`src/rtl/fp_result_sink.sv`:
```
// fp_result_sink
//   Downstream stage of the FP multiplier wrapper. Accepts 32-bit IEEE-754
//   single products over a valid/ready handshake, tags each with its class,
//   buffers {class, product} in a first-word-fall-through FIFO and drains the
//   head over a second valid/ready port. Per-class saturating statistics are
//   kept for every accepted product; a one-cycle flush empties the FIFO
//   without touching the statistics.
//
// Parameters
//   DEPTH  FIFO entries (power of two, >= 2)
//   CNT_W  width of each statistics counter
//
// Ports
//   clk, rst            rising-edge clock, synchronous active-high reset
//   in_valid/in_data    product offered by the producer
//   in_ready            sink accepts this cycle
//   flush               discard buffered entries (honoured in RUN only)
//   out_valid           head entry available
//   out_data/out_class  head product and its class (0 zero, 1 denorm,
//                       2 normal, 3 inf, 4 NaN); undefined while !out_valid
//   out_ready           consumer takes the head
//   level               entries currently stored
//   cnt_*               saturating counts of accepted products

module fp_result_sink #(
    parameter int DEPTH = 8,
    parameter int CNT_W = 16
) (
    input  logic                       clk,
    input  logic                       rst,
    input  logic                       in_valid,
    input  logic [31:0]                in_data,
    output logic                       in_ready,
    input  logic                       flush,
    output logic                       out_valid,
    output logic [31:0]                out_data,
    output logic [2:0]                 out_class,
    input  logic                       out_ready,
    output logic [$clog2(DEPTH):0]     level,
    output logic [CNT_W-1:0]           cnt_total,
    output logic [CNT_W-1:0]           cnt_nan,
    output logic [CNT_W-1:0]           cnt_inf,
    output logic [CNT_W-1:0]           cnt_zero,
    output logic [CNT_W-1:0]           cnt_denorm
);

    localparam int PTR_W = $clog2(DEPTH);
    localparam int LVL_W = PTR_W + 1;
    localparam int ENT_W = 35;

    localparam logic [2:0] CLS_ZERO   = 3'd0;
    localparam logic [2:0] CLS_DENORM = 3'd1;
    localparam logic [2:0] CLS_NORMAL = 3'd2;
    localparam logic [2:0] CLS_INF    = 3'd3;
    localparam logic [2:0] CLS_NAN    = 3'd4;

    typedef enum logic [1:0] {
        ST_INIT  = 2'd0,
        ST_RUN   = 2'd1,
        ST_FLUSH = 2'd2
    } state_t;

    // Sign bit is irrelevant to the class.
    function automatic logic [2:0] fp_class(input logic [31:0] d);
        logic [7:0]  e;
        logic [22:0] m;
        e = d[30:23];
        m = d[22:0];
        if (e == 8'h00)
            fp_class = (m == 23'd0) ? CLS_ZERO : CLS_DENORM;
        else if (e == 8'hFF)
            fp_class = (m == 23'd0) ? CLS_INF : CLS_NAN;
        else
            fp_class = CLS_NORMAL;
    endfunction

    // Counter increment that sticks at all-ones.
    function automatic logic [CNT_W-1:0] sat_inc(input logic [CNT_W-1:0] c);
        if (c == {CNT_W{1'b1}})
            sat_inc = c;
        else
            sat_inc = c + CNT_W'(1);
    endfunction

    state_t             state;
    state_t             state_nxt;
    logic [PTR_W-1:0]   wr_ptr;
    logic [PTR_W-1:0]   rd_ptr;
    logic [ENT_W-1:0]   mem [DEPTH];
    logic [2:0]         in_class;
    logic               push;
    logic               pop;

    // Handshake decode
    assign in_ready  = (state == ST_RUN) && !flush && (level < LVL_W'(DEPTH));
    assign out_valid = (state == ST_RUN) && (level != '0);
    assign push      = in_valid && in_ready;
    assign pop       = out_valid && out_ready;
    assign in_class  = fp_class(in_data);

    // FWFT head: storage is read directly, no output register.
    assign out_data  = mem[rd_ptr][31:0];
    assign out_class = mem[rd_ptr][34:32];

    // Control state
    always_ff @(posedge clk) begin
        if (rst)
            state <= ST_INIT;
        else
            state <= state_nxt;
    end

    always_comb begin
        state_nxt = state;
        case (state)
            ST_INIT:  state_nxt = ST_RUN;
            ST_RUN:   if (flush) state_nxt = ST_FLUSH;
            ST_FLUSH: state_nxt = ST_RUN;
            default:  state_nxt = ST_INIT;
        endcase
    end

    // Pointers and occupancy; level is tracked separately from the pointers
    // so full and empty stay distinguishable.
    always_ff @(posedge clk) begin
        if (rst) begin
            wr_ptr <= '0;
            rd_ptr <= '0;
            level  <= '0;
        end else if (state == ST_FLUSH) begin
            wr_ptr <= '0;
            rd_ptr <= '0;
            level  <= '0;
        end else begin
            if (push)
                wr_ptr <= wr_ptr + PTR_W'(1);
            if (pop)
                rd_ptr <= rd_ptr + PTR_W'(1);
            case ({push, pop})
                2'b10:   level <= level + LVL_W'(1);
                2'b01:   level <= level - LVL_W'(1);
                default: level <= level;
            endcase
        end
    end

    // Storage (data only, never reset)
    always_ff @(posedge clk) begin
        if (push)
            mem[wr_ptr] <= {in_class, in_data};
    end

    // Statistics: count accepted products; flush leaves them alone.
    always_ff @(posedge clk) begin
        if (rst) begin
            cnt_total  <= '0;
            cnt_nan    <= '0;
            cnt_inf    <= '0;
            cnt_zero   <= '0;
            cnt_denorm <= '0;
        end else if (push) begin
            cnt_total <= sat_inc(cnt_total);
            case (in_class)
                CLS_NAN:    cnt_nan    <= sat_inc(cnt_nan);
                CLS_INF:    cnt_inf    <= sat_inc(cnt_inf);
                CLS_ZERO:   cnt_zero   <= sat_inc(cnt_zero);
                CLS_DENORM: cnt_denorm <= sat_inc(cnt_denorm);
                default:    ;
            endcase
        end
    end

endmodule
```
`config.mk`:
```
export PLATFORM = sky130hd
export DESIGN_NAME = fp_result_sink
export DESIGN_NICKNAME = d
export VERILOG_FILES = /design/src/rtl/fp_result_sink.sv
export SDC_FILE = /design/constraint.sdc
export NUM_CORES = 1
export LEC_CHECK = 0
export CORE_MARGIN = 2
export CORE_UTILIZATION = 50
export DETAILED_ROUTE_END_ITERATION = 10
export GPL_TIMING_DRIVEN = 0
export MAX_ROUTING_LAYER = met4
export PLACE_DENSITY = 0.74
export SKIP_LAST_GASP = 1
export SLEW_MARGIN = 0
export SYNTH_ARGS = -nofsm -noshare
export SYNTH_HDL_FRONTEND = slang
export SYNTH_SLANG_ARGS = --single-unit
```
`constraint.sdc`:
```
create_clock -name clk -period 5.6 [get_ports clk]
set_clock_uncertainty 0.05 [all_clocks]
set_input_delay 1.12 -clock clk [delete_from_list [all_inputs] [get_ports clk]]
set_output_delay 1.12 -clock clk [all_outputs]
set_load 0.05 [all_outputs]
```
---- Word level (Yosys, flattened, before mapping) ----
Memories as Yosys holds them, arrays and structs flattened. A register that Yosys moved wholly into a read port is not among the register bits.
Index checks and enable logic that the tools add are counted.
word-level totals
  logic and storage cells ................. 69
  memories ................................ 1
  bits in registers ....................... 92
  bits of input ports ..................... 37
  memory bits (writable) .................. 280
cells by class
  add/subtract/negate cells ............... 9
  bitwise gates (word level) .............. 5
  reductions and logical operators ........ 19
  equal/unequal tests ..................... 14
  multiplexer cells ....................... 11
  $lt $le $gt $ge ......................... 1
memories
  name  words  width  read ports  clocked after Yosys merged registers in  wr ports  RTL line  source
  mem   8      35     1           1                                        1         89        logic [ENT_W-1:0] mem [DEPTH];
operators with widths
  cell                                                  count
  adder 16 x 1 -> 16 bit (second input constant)        5
  equality test 16 bit (second input constant)          5
  zero test 23 bit                                      1
  two-way mux 3 bit                                     5
  AND reduction 3 bit                                   4
  equality test 8 bit (second input constant)           1
  zero test 8 bit                                       1
  case mux 4 bit (2 select lines)                       1
  adder 3 x 1 -> 3 bit (second input constant)          2
  logical AND 1 bit                                     5
  NOT 1 bit                                             5
  adder 4 x 1 -> 4 bit (second input constant)          1
  equality test 2 x 1 -> 1 bit (second input constant)  2
  equality test 2 bit (second input constant)           2
  < comparator 4 bit (second input constant)            1
  case mux 2 bit (2 select lines)                       1
  nonzero test 4 bit                                    1
  OR reduction 2 bit                                    2
  subtractor 4 x 1 -> 4 bit (second input constant)     1
  equality test 3 x 1 -> 1 bit (second input constant)  1
  equality test 3 x 2 -> 1 bit (second input constant)  1
  equality test 3 bit (second input constant)           1
  zero test 3 bit                                       1
  two-way mux 1 bit                                     3
  6 further kinds                                       6

---- Depth between registers and ports, before layout ----
Gate-level depths: netlist of the first run.
  word-level depth ........................ 6
  mapped depth ............................ 11
  gate-level depth less buffers ........... 10

---- Worst setup path before layout of the first run ----
Ideal clock, no wire load.
  path type ............................... input port to flip-flop
  from .................................... input port flush
  to ...................................... memory mem[0][0], enable pin
  slack ................................... -0.499 ns
  arrival time ............................ 5.534 ns
  path buffers ............................ 1
  data required time ...................... 5.035 ns
  setup time .............................. 0.515 ns
  stages .................................. 5
  cells stage by stage .................... or4b_4 nor2_1 inv_1 clkbuf_1 nor4_1
between the ends
  word-level cells in the longest chain between the ends .. 6
RTL lines
  what                                     RTL line  source
  from (decl)                              34        input logic flush,
  zero test 1 bit                          95        assign in_ready = (state == ST_RUN) && !flush && (level < LVL_W'(DEPTH));
  logical AND 1 bit (2 in a row)           95
  logical AND 1 bit                        97        assign push = in_valid && in_ready;
  two-way mux 1 bit                        149       if (push)
  two-way mux 1 bit (not written as such)  150       mem[wr_ptr] <= {in_class, in_data};
  to (decl)                                89
No other way between the ends.

==> results of run 1 <==
[report_power, final]
part	total, mW	internal, mW	switching [mW]
combinational	0.206	0.0784	0.128
clock	2.40	1.38	1.02
sequential	3.00	2.99	0.00613
total	5.60	4.45	1.15
[worst max-delay path: stages, from the launching register on]
cell and delay, ns:
dfxtp_1 0.31, clkbuf_1 0.39, buf_1 0.78, mux4_2 0.61
mux2_2 0.30, clkdlybuf4s50_1 0.71
[worst min path at each step]
stage,from,endpoint,slack (ns),depth (start not counted)
6_report,cnt_inf[6]$_SDFFE_PP0P_,cnt_inf[6]$_SDFFE_PP0P_,0.46,2
5_1_grt,cnt_inf[6]$_SDFFE_PP0P_,cnt_inf[6]$_SDFFE_PP0P_,0.48,2
4_1_cts,cnt_inf[6]$_SDFFE_PP0P_,cnt_inf[6]$_SDFFE_PP0P_,0.46,2
3_5_place_dp,cnt_inf[6]$_SDFFE_PP0P_,cnt_inf[6]$_SDFFE_PP0P_,0.45,2
3_3_place_gp,cnt_inf[6]$_SDFFE_PP0P_,cnt_inf[6]$_SDFFE_PP0P_,0.43,2
2_1_floorplan,rd_ptr[2]$_SDFFE_PP0P_,flip-flop,0.43,2
[area by class of cell]
type	instances	area [sq um]
tap	396	495
timing repair buffer	177	1850
clock buffer	47	1010
inverter	15	56.3
fill	2265	11500
buffer	55	215
multi-input combinational	558	4930
clock inverter	22	183
sequential	375	10300
[metrics by stage]
stage / worst slack [ns] / utilization
final: 0.821 / 0.624
after global routing: 0.592 / 0.624
after CTS: 0.724 / 0.624
after detailed placement: 1.03 / 0.585
after global placement: -2.43 / 0.574
after floorplan: 0.424 / -
[sequential cells by signal (all words and copies together) (netlist names), 3 cells and up, named ones only]
signal      flops
cnt_nan        16
rd_ptr          3
mem           280
level           4
wr_ptr          3
cnt_total      16
cnt_zero       16
cnt_denorm     16
cnt_inf        16
[kinds of logic (layout without fill, tap and decap cells)]
| family | Yosys count | count (layout) |
|---|---|---|
| fa+ha+maj | 10 | 10 |
| compound gates | 128 | 128 |
| simple gates | 275 | 275 |
| xor+xnor | 23 | 23 |
| flops | 375 | 375 |
| buf+inv | 70 | 316 |
| mux | 122 | 122 |
[routing by layer]
| layer | wire length (um) | GRT usage | vias to the layer above |
|---|---|---|---|
| met5 | 0 | - | - |
| met4 | 475 | 0.0423 | 0 |
| met3 | 2380 | 0.0474 | 44 |
| met2 | 16800 | 0.353 | 341 |
| met1 | 15200 | 0.312 | 4917 |
| li1 | - | - | 4472 |
[layout by cell type, fill, tap and decap left out, drive strengths merged, types with 28 or more instances in the layout]
master,count
edfxtp,280
clkdlybuf4s50,156
dfxtp,95
clkbuf,91
mux4,70
nor2,54
a21oi,50
mux2,48
or4,34
nand2,33
buf,32
nand3,29
o31ai,28
==> flow_metrics.py, run 1 <==
metrics = {
    "synthesis": {
        "yosys.area.top_type": "edfxtp_1",
        "avgSynthCellArea_sq_um": 15.4,
        "synth-xor-area-share": 0.0130,
        "synth_fa_ha_area_frac": 0.00809,
        "synth_common_cells": "edfxtp_1 (280), dfxtp_1 (95), mux4_2 (70)",
        "ys_types": 50,
        "synthDominantCellAreaShare": 0.544,
        "yosys.area_share.simple": 0.101,
        "syn-cell-area_sq_mm": 0.0155,
        "synth_mux_area_frac": 0.140,
        "synth_compound_area_frac": 0.0533,
        "synth.most_common_cell": "edfxtp_1",
        "synth_nets": 1050,
        "synth_top_family_by_area": "multiplexers",
        "synth.area.top_cells": "edfxtp_1 (54%), dfxtp_1 (12%), mux4_2 (10%)",
        "synth_edf_count": 280,
        "yosysWarnings": 0,
        "ys.flop_type": "edfxtp_1",
        "synth_cells": 1003,
        "seq_area_frac_synth": 0.667,
        "async_reset_ff_frac": 0,
        "ys_ff_latch": 375,
    },
    "floorplan": {
        "dieArea_sq_mm": 0.0323,
        "dieHeight_um": 180,
        "start_util": 0.507,
        "rows": 64,
        "io_pins": 158,
        "die-width_um": 180,
        "core_sq_mm": 0.0305,
    },
    "detailed_routing": {
        "wl_per_cell_um": 21.2,
        "wl_um": 34900,
        "drt_iter0_drc": 712,
        "dr.pass1.iters": 5,
        "ant_nets": 0,
        "vias_per_cell": 5.94,
        "dr_total_vias": 9774,
        "drt_drc_violations_left": 0,
    },
    "worst_setup_path": {
        "critPathKind": "flip-flop to primary output",
        "endpoint_kind": "primary output",
        "worst_setup_path_start_kind": "flip-flop",
        "r2r-end": "mem[1][5]$_DFFE_PP_",
        "rrSetupSlack_ns": 2.21,
        "critPathRequiredTime_ns": 4.43,
        "crit_fanout": 10,
        "r2r_start": "level[3]$_SDFFE_PP0P_",
        "cp.arrival_ns": 3.61,
        "cp-endpoint": "out_class[0]",
        "reg2regPathDepth": 6,
    },
    "global_route": {
        "grt_use_total": 0.226,
        "antenna_found_initial": 0,
        "grt_max_degree": 24,
        "grt_pass1_vias": 9818,
        "overflow": 0,
        "grt_pass1_wl_um": 56000,
    },
    "sta": {
        "tns_ns": 0,
        "worst_hold_slack_ns": 0.458,
        "min_period_over_period": 0.853,
        "rsz0062_at_grt": "no",
        "setup_violations": 0,
        "drv_slew": 0,
        "max_slew.worst_pin.slew_ns": 1.18,
        "max-slew-margin-rel": 0.211,
        "min_period_ns": 4.78,
        "fmax_mhz": 209,
        "hold_violations": 0,
    },
    "run_status": {
        "status": "finished clean",
    },
    "finish": {
        "nets": 1268,
        "area_growth_pct": 23.2,
        "stdcell_count": 1645,
        "drive_above_1_share": 0.171,
        "final_area_sq_mm": 0.0191,
        "diodes": 0,
    },
    "clock_network": {
        "cts-htree-levels": 2,
        "clk_pin_slew_ns": 0.06,
        "cts_tree": "built",
        "cts_hold_buffers": 0,
        "cts_resized": 0,
        "post_cts.repair.setup_buffers": 0,
        "cts.sinks": 375,
        "clock_path_buffers": 3,
        "numCtsBuffers": 39,
        "clk_latency_ns": 0.51,
        "root_buffer": "clkbuf_16",
    },
    "placed_design": {
        "place_area_sq_mm": 0.0179,
        "dp_hpwl_um": 23100,
        "port_buffers": 156,
        "gp_congestion": 0.867,
        "place_inst": 1576,
    },
    "power": {
        "design_power_total_mw": 5.60,
        "vdd_drop_max_mv": 0.202,
        "cellPowerDensity_mw_per_mm2": 294,
        "leakage_nw": 5.86,
    },
    "min_path": {
        "hold_class": "flip-flop to flip-flop",
    },
    "run": {
        "drv_cap": 0,
    },
}
No activity file was read; power rests on OpenSTA's default activity.
==> run 2: changes to the inputs <==
--- a/config.mk
+++ b/config.mk
@@ -8,9 +8,10 @@
 export CORE_MARGIN = 2
 export CORE_UTILIZATION = 50
 export DETAILED_ROUTE_END_ITERATION = 10
+export DONT_BUFFER_PORTS = 1
 export GPL_TIMING_DRIVEN = 0
 export MAX_ROUTING_LAYER = met4
-export PLACE_DENSITY = 0.74
+export PLACE_DENSITY = 0.68
 export SKIP_LAST_GASP = 1
 export SLEW_MARGIN = 0
 export SYNTH_ARGS = -nofsm -noshare
==> run 2 against run 1 <==
  * Clock power is essentially flat
  * Register-to-register slack worse by 0.11 ns
  * Clock-buffer cell count rose by 2
  * Global-route usage is 1.5 points lower
  * Largest cell class unchanged
==> flow_metrics.py, run 2 (synthesis results as in run 1) <==
metrics = {
    "run_status": {
        "status": "finished clean",
    },
    "power": {
        "leakage_nw": 5.29,
        "cellPowerDensity_mw_per_mm2": 317,
        "vdd_drop_max_mv": 0.240,
    },
    "global_route": {
        "grt_pass1_vias": 9058,
        "overflow": 0,
        "grt_pass1_wl_um": 51800,
        "grt_use_total": 0.211,
        "antenna_found_initial": 1,
        "grt_max_degree": 26,
    },
    "sta": {
        "hold_violations": 0,
        "max-slew-margin-rel": 0.217,
        "min_period_over_period": 0.746,
        "max_slew.worst_pin.slew_ns": 1.16,
        "setup_violations": 0,
        "worst_hold_slack_ns": 0.496,
        "min_period_ns": 4.18,
        "drv_slew": 0,
        "rsz0062_at_grt": "no",
        "fmax_mhz": 239,
        "tns_ns": 0,
    },
    "clock_network": {
        "numCtsBuffers": 39,
        "cts-htree-levels": 2,
        "cts.sinks": 375,
        "cts_resized": 0,
        "clk_latency_ns": 0.53,
        "clk_pin_slew_ns": 0.05,
        "post_cts.repair.setup_buffers": 0,
        "root_buffer": "clkbuf_16",
        "cts_tree": "built",
        "clock_path_buffers": 3,
        "cts_hold_buffers": 0,
    },
    "worst_setup_path": {
        "cp_slowest_stage_delay_ns": 0.76,
        "critPathKind": "flip-flop to primary output",
        "critPathRequiredTime_ns": 4.43,
        "worst_setup_path_start_kind": "flip-flop",
        "endpoint_kind": "primary output",
        "critPathSlowestCell": "buf_1",
        "path_cells": "clkbuf_1, buf_1, mux4_2, mux2_2",
        "crit_fanout": 10,
        "path_delay_family": "buffers and inverters",
        "cp.arrival_ns": 3.01,
        "path_buf_inv": 2,
    },
    "placed_design": {
        "gp_congestion": 0.866,
        "port_buffers": 0,
        "dp_hpwl_um": 22200,
    },
    "detailed_routing": {
        "wl_um": 33200,
        "vias_per_cell": 5.99,
        "drt_iter0_drc": 668,
        "dr_total_vias": 8954,
        "ant_nets": 0,
        "dr.pass1.iters": 5,
        "wl_per_cell_um": 22.2,
        "drt_drc_violations_left": 0,
    },
    "finish": {
        "largest-register": "mem",
        "final_cell_mix": "edfxtp_1 (280), dfxtp_1 (95), mux4_2 (70), clkbuf_1 (54), nor2_1 (51)",
        "nets": 1113,
        "layout_commonest_cell": "edfxtp_1",
        "drive_above_1_share": 0.195,
        "largest_register_ffs": 280,
        "area_growth_pct": 13.0,
        "nFillCells": 2357,
    },
    "floorplan": {
        "core_sq_mm": 0.0305,
        "start_util": 0.507,
        "dieArea_sq_mm": 0.0323,
        "io_pins": 158,
        "dieHeight_um": 180,
        "die-width_um": 180,
        "rows": 64,
    },
    "run": {
        "drv_cap": 0,
    },
    "min_path": {
        "hold_class": "flip-flop to flip-flop",
    },
}
## run 2: cell types whose count changed in the layout (fill, tap and decap cells not counted), moves of 2 or more
cell and delta:
inv_16 +2, clkdlybuf4s50_1 -156, clkinv_1 +3, buf_16 -3, clkbuf_1 +2, clkinv_8 -2
buf_12 +3
## run 2: area by class of cell
| type | count | area, sq um | share of cell area |
|---|---|---|---|
| timing repair buffer | 22 | 278 | 0.0159 |
| clock inverter | 23 | 164 | 0.00938 |
| multi-input combinational | 558 | 4940 | 0.283 |
| inverter | 15 | 56.3 | 0.00322 |
| buffer | 55 | 215 | 0.0123 |
| sequential | 375 | 10300 | 0.590 |
| tap | 396 | 495 | 0.0284 |
| antenna | 1 | 2.50 | 0.000143 |
| clock buffer | 49 | 1010 | 0.0580 |
## run 2: through the flow
stage                util  power, mW  worst slack, ns  cell area (sq um)  cells
floorplan               -       3.16            0.424              15500   1003
global placement    0.523       3.19            -1.93              16000   1399
detailed placement  0.534       3.19             1.64              16300   1421
CTS                 0.573       5.59             1.30              17500   1493
global route        0.573       5.70             1.23              17500   1494
finish              0.573       5.53             1.42              17500   1494
## run 2: worst min-delay path: cells and delay by family (launching register included)
kind,cells,cell delay [ns]
simple gates,1,0.11
flops,1,0.32
xor+xnor,1,0.06
## run 2: path summary, 6_finish.rpt
path                          start                endpoint  slack, ns  depth (start not counted)
max                       flip-flop            out_data[31]       1.42                          4
min          rd_ptr[2]$_SDFFE_PP0P_  rd_ptr[2]$_SDFFE_PP0P_       0.50                          2
max reg2reg   level[3]$_SDFFE_PP0P_   level[2]$_SDFFE_PP0P_       2.10                         11
min reg2reg  rd_ptr[2]$_SDFFE_PP0P_  rd_ptr[2]$_SDFFE_PP0P_       0.50                          2
## run 2: metal layers
layer	vias to the layer above	GRT usage	routed length [um]
met5	-	-	0
met4	0	0.0517	641
met2	280	0.333	15900
li1	4155	-	-
met3	50	0.0719	2980
met1	4469	0.264	13800
## run 2: power by group
part	leakage, nW	internal [mW]	total (mW)	switching, mW
combinational	1.39	0.0399	0.129	0.0891
clock	0.578	1.34	2.40	1.05
sequential	3.32	2.99	3.00	0.0108
total	5.29	4.38	5.53	1.15
==> run 3: changes to the inputs <==
==> constraint.sdc (replaced) <==
create_clock -name clk -period 3.5 [get_ports clk]
set_clock_uncertainty 0.05 [all_clocks]
set_input_delay 0.7 -clock clk [delete_from_list [all_inputs] [get_ports clk]]
set_output_delay 0.7 -clock clk [all_outputs]
set_load 0.05 [all_outputs]
==> run 3 against run 2 <==
  * Clock power is 70% higher
  * Global-route usage is 0.43 points higher
  * Clock-buffer cell count is 4 higher
  * Sequential share of layout area is 0.73 points lower
  * Flip-flop and latch count stayed put
  * Via count is 1.0% higher
  * Routed wire length is 1.3% higher
  * Combinational power is 64% higher
  * Non-clock buffer count is 6 lower
  * First-iteration DRC count is 23% higher
  * Critical path type unchanged
  * Largest cell class unchanged
  * Highest routed layer unchanged
==> flow_metrics.py, run 3 (synthesis results as in run 1) <==
metrics = {
    "run_status": {
        "status": "finished clean",
    },
    "global_route": {
        "overflow": 0,
        "antenna_found_initial": 1,
        "grt_pass1_wl_um": 52700,
        "grt_use_total": 0.215,
        "grt_pass1_vias": 9114,
        "grt_max_degree": 25,
    },
    "finish": {
        "fin_util": 0.580,
        "stdcell_count": 1489,
        "nets": 1108,
        "largest-register": "mem",
        "final_cell_mix": "edfxtp_1 (280), dfxtp_1 (95), mux4_2 (70), nor2_1 (50), a21oi_1 (50)",
        "area_growth_pct": 14.4,
        "layout_commonest_cell": "edfxtp_1",
        "largest_register_ffs": 280,
        "drive_above_1_share": 0.208,
    },
    "detailed_routing": {
        "wl_met2_um": 16100,
        "ant_nets": 0,
        "wl_um": 33700,
        "vias_per_cell": 6.07,
        "dr.pass1.iters": 5,
        "wl_met3_um": 3130,
        "wl_per_cell_um": 22.6,
        "drt_drc_violations_left": 0,
        "met1_length_um": 13700,
        "dr_total_vias": 9045,
        "routed.top_layer": "met4",
        "drt_iter0_drc": 819,
    },
    "clock_network": {
        "cts-htree-levels": 2,
        "numCtsBuffers": 40,
        "cts.sinks": 375,
        "root_buffer": "clkbuf_16",
        "clk_pin_slew_ns": 0.06,
        "clock_path_buffers": 3,
        "clk_latency_ns": 0.53,
        "cts_tree": "built",
    },
    "floorplan": {
        "dieHeight_um": 180,
        "die-width_um": 180,
        "io_pins": 158,
        "dieArea_sq_mm": 0.0323,
        "start_util": 0.507,
        "rows": 64,
        "core_sq_mm": 0.0305,
    },
    "sta": {
        "drv_slew": 0,
        "fmax_mhz": 292,
        "max-slew-margin-rel": 0.294,
        "tns_ns": 0,
        "worst_slack_ns": 0.0698,
        "min_period_over_period": 0.980,
        "max_slew.worst_pin.slew_ns": 1.05,
        "setup_violations": 0,
        "min_period_ns": 3.43,
        "hold_violations": 0,
    },
    "worst_setup_path": {
        "critPathKind": "flip-flop to primary output",
        "endpoint_kind": "primary output",
        "cp.arrival_ns": 2.68,
        "reg2regPathDepth": 6,
        "rrSetupSlack_ns": 0.14,
        "worst_setup_path_start_kind": "flip-flop",
        "crit_fanout": 10,
        "critPathRequiredTime_ns": 2.75,
    },
    "placed_design": {
        "port_buffers": 0,
        "place_inst": 1413,
        "dp_slack_ns": -0.202,
        "dp_hpwl_um": 22200,
        "gp_congestion": 0.873,
    },
    "power": {
        "cellPowerDensity_mw_per_mm2": 514,
        "vdd_drop_max_mv": 0.354,
        "design_power_total_mw": 9.09,
        "leakage_nw": 5.36,
    },
    "run": {
        "drv_cap": 0,
    },
    "min_path": {
        "hold_class": "primary input to flip-flop",
        "hold_depth": 0,
    },
}
## run 3: cell count changes in the layout (fill, tap and decap cells not counted), moves of 5 or more
cell / previous run / this run
buf_1: 9 / 2
buf_16: 0 / 7
buf_6: 19 / 3
clkbuf_1: 54 / 48
clkbuf_4: 0 / 7
clkinv_2: 8 / 3
## run 3: final timing paths
| path | start | end |
|---|---|---|
| worst max-delay path | flip-flop | out_data[15] |
| worst max register to register | level[3]$_SDFFE_PP0P_ | cnt_nan[15]$_SDFFE_PP0P_ |
| worst min register to register | rd_ptr[2]$_SDFFE_PP0P_ | rd_ptr[2]$_SDFFE_PP0P_ |
| worst min-delay path | in_data[21] | mem[0][21]$_DFFE_PP_ |
## run 3: layout make-up
| type | instances | area, sq um |
|---|---|---|
| fillers | 2333 | 12800 |
| repair buffers | 17 | 318 |
| well taps | 396 | 495 |
| multi-input cells | 558 | 4980 |
| diodes | 1 | 2.50 |
| clock inverters | 20 | 185 |
| plain buffers | 54 | 243 |
| clock buffers | 53 | 1100 |
| inverters | 15 | 60.1 |
| flip-flops and latches | 375 | 10300 |
## run 3: worst max-delay path, cell delays in order (launching register included)
cell and delay, ns:
dfxtp_1 0.30, clkbuf_1 0.40, clkbuf_1 0.60, mux4_2 0.42, mux2_2 0.42
## run 3: repair_timing
item / CTS / global route
setup endpoints to repair: 36 / 60
cloned: 0 / 0
pin swaps: 0 / 1
setup buffers: 3 / 0
hold buffers: 0 / 0
resized for setup: 33 / 11
## run 3: stage by stage
stage / area (sq um) / hold slack, ns
3_5_place_dp: 16300 / 0.461
3_3_place_gp: 16000 / 0.465
4_1_cts: 17700 / 0.187
2_1_floorplan: 15500 / 0.435
6_report: 17700 / 0.202
5_1_grt: 17700 / 0.181
## run 3: where the power goes
group          switching [mW]  internal, mW  leakage (nW)  total (mW)
sequential             0.0178          4.79          3.32        4.81
clock                    1.70          2.38         0.610        4.07
combinational           0.144        0.0674          1.42       0.212
## run 3: layer usage
metal | global-route usage | up-vias
met3 | 0.0727 | 63
met5 | - | -
met1 | 0.267 | 4513
met4 | 0.0579 | 0
li1 | - | 4160
met2 | 0.340 | 309
